===== config.mk =====
export PLATFORM = sky130hd
export DESIGN_NAME = data_mem
export DESIGN_NICKNAME = d
export VERILOG_FILES = /design/src/rtl/data_mem_pkg.sv /design/src/rtl/data_mem.sv
export SDC_FILE = /design/constraint.sdc
export NUM_CORES = 2
export LEC_CHECK = 0
export ABC_AREA = 1
export BUFFER_PORTS_ARGS = -buffer_cell sky130_fd_sc_hd__buf_4
export CAP_MARGIN = 20
export CORE_MARGIN = 2
export CORE_UTILIZATION = 69
export CTS_CLUSTER_DIAMETER = 40
export DETAILED_ROUTE_END_ITERATION = 6
export PLACE_DENSITY = 0.84
export SYNTH_ARGS = -nofsm -noshare
export SYNTH_HDL_FRONTEND = slang
export SYNTH_SLANG_ARGS = --single-unit

===== constraint.sdc =====
create_clock -name Clk -period 4.7 [get_ports Clk]
set_input_delay 0.47 -clock Clk [delete_from_list [all_inputs] [get_ports Clk]]
set_output_delay 0.47 -clock Clk [all_outputs]
set_load 0.005 [all_outputs]

===== src/rtl/data_mem_pkg.sv =====
// Shared widths and word/address types for the processor data memory.
package data_mem_pkg;
    localparam int DM_W = 8;
    localparam int DM_A = 8;

    typedef logic [DM_W-1:0] dm_word_t;
    typedef logic [DM_A-1:0] dm_addr_t;
endpackage


===== src/rtl/data_mem.sv =====
// Data memory: combinational read, one-edge write, synchronous clear on Reset (priority over writes).
// Optional DATA_MEM_TRACE_EN prints address/old/new for every committed write (simulation only).
module data_mem
    import data_mem_pkg::*;
#(
    parameter int W = DM_W,
    parameter int A = DM_A
) (
    input  logic         Clk,
    input  logic         Reset,
    input  logic [A-1:0] DataAddress,
    input  logic         WriteEn,
    input  logic [W-1:0] DataIn,
    output logic [W-1:0] DataOut
);
    localparam int DEPTH = 1 << A;

    logic [W-1:0] mem [DEPTH];

    always_ff @(posedge Clk) begin
        if (Reset) begin
            for (int i = 0; i < DEPTH; i++) begin
                mem[i] <= '0;
            end
        end else if (WriteEn) begin
            mem[DataAddress] <= DataIn;
        end
    end

    // No bypass: a same-cycle write shows up only after the edge.
    assign DataOut = mem[DataAddress];

`ifdef DATA_MEM_TRACE_EN
    always @(posedge Clk) begin
        if (!Reset && WriteEn) begin
            $display("[data_mem] addr=%0h old=%0h new=%0h", DataAddress, mem[DataAddress], DataIn);
        end
    end
`else
`endif
endmodule


==> results.yml <==
run_status:
  status: "finished with violations"
  violations: "design-rule violations, negative setup slack"
timing:
  report.final.setup_viol: 1
  rsz0062_at_grt: "no"
  max_freq_mhz: 212
  slew_violations: 0
  worst_pin_slew_ps: 1090
  timing.final.crit_share_pct: 101
  relSlewSlack_pct: 27.4
  hold_viol_final: 0
  period_minus_slack_ps: 4720
  fin_ws_ps: -24.3
  fin_tns_setup_ps: -24.3
  holdWs_ps: 156
min_path:
  hold_start: "DataIn[3]"
  hold_class: "primary input to flip-flop"
cells_and_area:
  nets: 10300
  largest_register_ffs: 2048
  mostFrequentLayoutCells: "nand2_1, nor2_1, edfxtp_1, clkbuf_16, nand3_1"
  area_delta_synth_final_pct: 9.58
  fin_area_um2: 103000
  top_regs: "mem (2048)"
  final_common_cell: "nand2_1"
  largest_register: "mem"
  multi_input_area_um2: 30000
  instances_no_fill: 12300
  nFillCells: 8640
  drive_gt1_share_pct: 5.47
  register_area_um2: 61500
synthesis:
  avgSynthCellArea_um2: 8.93
  yosysSeqAreaShare_pct: 65.2
  synth_top_family_by_area: "simple AND/OR/NAND/NOR gates"
  synth-seq-cells: 2048
  synthSimpleGateAreaFrac_pct: 30.7
  ys_types: 21
  synth-compound-area-share_pct: 1.02
  synth_cells: 10600
  synth_xor_area_share_pct: 0
  syn_area_um2: 94300
  synth_nets: 10600
  synth-edff-count: 2048
  synth_fa_ha_area_share_pct: 0
  yosysWarnings: 0
  async_flop_share_pct: 0
  synth_ff_type: "edfxtp_1"
  synth_mux_area_share_pct: 0
die:
  die_w_um: 374
  start_util_pct: 69.6
  num_rows: 135
  io_pins: 27
  dieArea_um2: 140000
  core_area_um2: 135000
  die-height_um: 374
power:
  p_sw_uw: 10400
  switching_share_pct: 24.4
  power_frac_seq_pct: 50.0
  powerDensity_nw_per_um2: 411
  power_frac_comb_pct: 7.7
  finalPower_uw: 42500
  peakVddDrop_uv: 291
  p_clk_share_pct: 42.3
  intPower_uw: 32100
  p_leak_uw: 0.0443
route:
  drtIter0Drc: 12200
  ant_nets: 0
  drtPass1Iterations: 7
  drc: 15
  vias_per_cell: 6.10
  wl_per_cell_um: 21.7
  wl_um: 266000
  vias: 74800
flow_run:
  drv_cap: 0
critical_path:
  crit_buf_inv: 5
  crit_family: "simple AND/OR/NAND/NOR gates"
  crit_top_cell: "nand2_1"
  crit_start: "DataAddress[0]"
  crit_required_ps: 4230
  crit_chain: "buf_8 > inv_8 > buf_4 > buf_12 > nand2_1 > nand2_1 > nand2_1 > nand2_1 > nand2_1 > nand2_1 > o21ai_0 > nand2_1 > nor2_1 > nor2_1 > nor2_1 > nand2_1 > buf_4"
  crit_type: "primary input to primary output"
  crit_arrival_ps: 4250
  crit_slowest_cell: "nor2_1"
  start_kind: "primary input"
  max_stage_delay_ps: 500
  endpoint_kind: "primary output"
  worstPathMaxFanout: 138
placed_design:
  placed_area_um2: 95700
  numPortBuffers: 26
  dp_hpwl_um: 154000
  gp_congestion: 0.953
  dp_cells: 11800
clocking:
  cts_setup_buffers: 0
  cts_buffers: 226
  clockBufferDepth: 3
  cts_tree: "yes"
  ctsResizeCount: 0
  numClockSinks: 2048
  cts_hold_buf: 0
  htreeDepth: 4
  cts.clk_slew.worst_paths_ps: 60
  cts_root_buffer: "clkbuf_16"
global_routing:
  globalRouteTotalUtil_pct: 37.8
  grt_pass1_wl_um: 403000
  antenna_found_initial: 10
  gr-total-overflow: 0
  grt_pass1_vias: 71700
  grt_max_degree: 178
[area by class of cell]
| class | count | share of cell area, % |
|---|---|---|
| Clock inverter | 162 | 1.66 |
| Timing Repair Buffer | 170 | 1.70 |
| Inverter | 27 | 0.188 |
| Antenna cell | 4 | 0.00969 |
| Multi-Input combinational cell | 7810 | 29.1 |
| Sequential cell | 2048 | 59.5 |
| Clock buffer | 261 | 5.68 |
| Tap cell | 1781 | 2.16 |
[routing by layer]
layer	track usage [%]	wire, um
met5	0	75
met3	8.82	38200
met1	49.7	90200
met2	58.5	121000
met4	21.4	16500
[tightest hold or removal path, stage by stage]
cell    delay (ps)
buf_4          110
inv_8          140
nor2_1         180
[cell usage after synthesis (5+ instances only)]
cell / number / area [um^2]
a21oi_1: 32 / 160
buf_1: 18 / 67.6
buf_2: 158 / 791
clkbuf_1: 495 / 1860
edfxtp_1: 2048 / 61500
inv_1: 18 / 67.6
inv_2: 7 / 26.3
nand2_1: 5247 / 19700
nand2_2: 5 / 31.3
nand3_1: 187 / 936
nor2_1: 2159 / 8100
nor3_1: 6 / 30.0
nor3_2: 8 / 80.1
o21ai_0: 128 / 641
o21ai_1: 32 / 160
[path summary, 6_finish.rpt]
check | end | slack (ps) | cells after the start
setup / recovery | DataOut[3] | -20 | 17
hold / removal | mem[158][3] | 160 | 3
[kinds of logic after synthesis]
group | after synthesis
compound gates | 192
buf+inv | 701
flops | 2048
simple gates | 7618
[through the flow]
step                util [%]  worst slack, ps
CTS                     76.3              216
detailed placement      70.7              241
floorplan                  -             2370
global placement        70.7              323
finish                  76.3            -24.3
global route            76.3            0.514
[power groups by stage]
stage	Sequential [uW]	Combinational (uW)	Clock, uW
floorplan	21500	2050	0
global placement	21600	3060	0
detailed placement	21600	3130	0
CTS	21200	3170	17900
global route	21300	3520	18600
finish	21200	3290	18000
No activity file was read; power rests on OpenSTA's default activity.
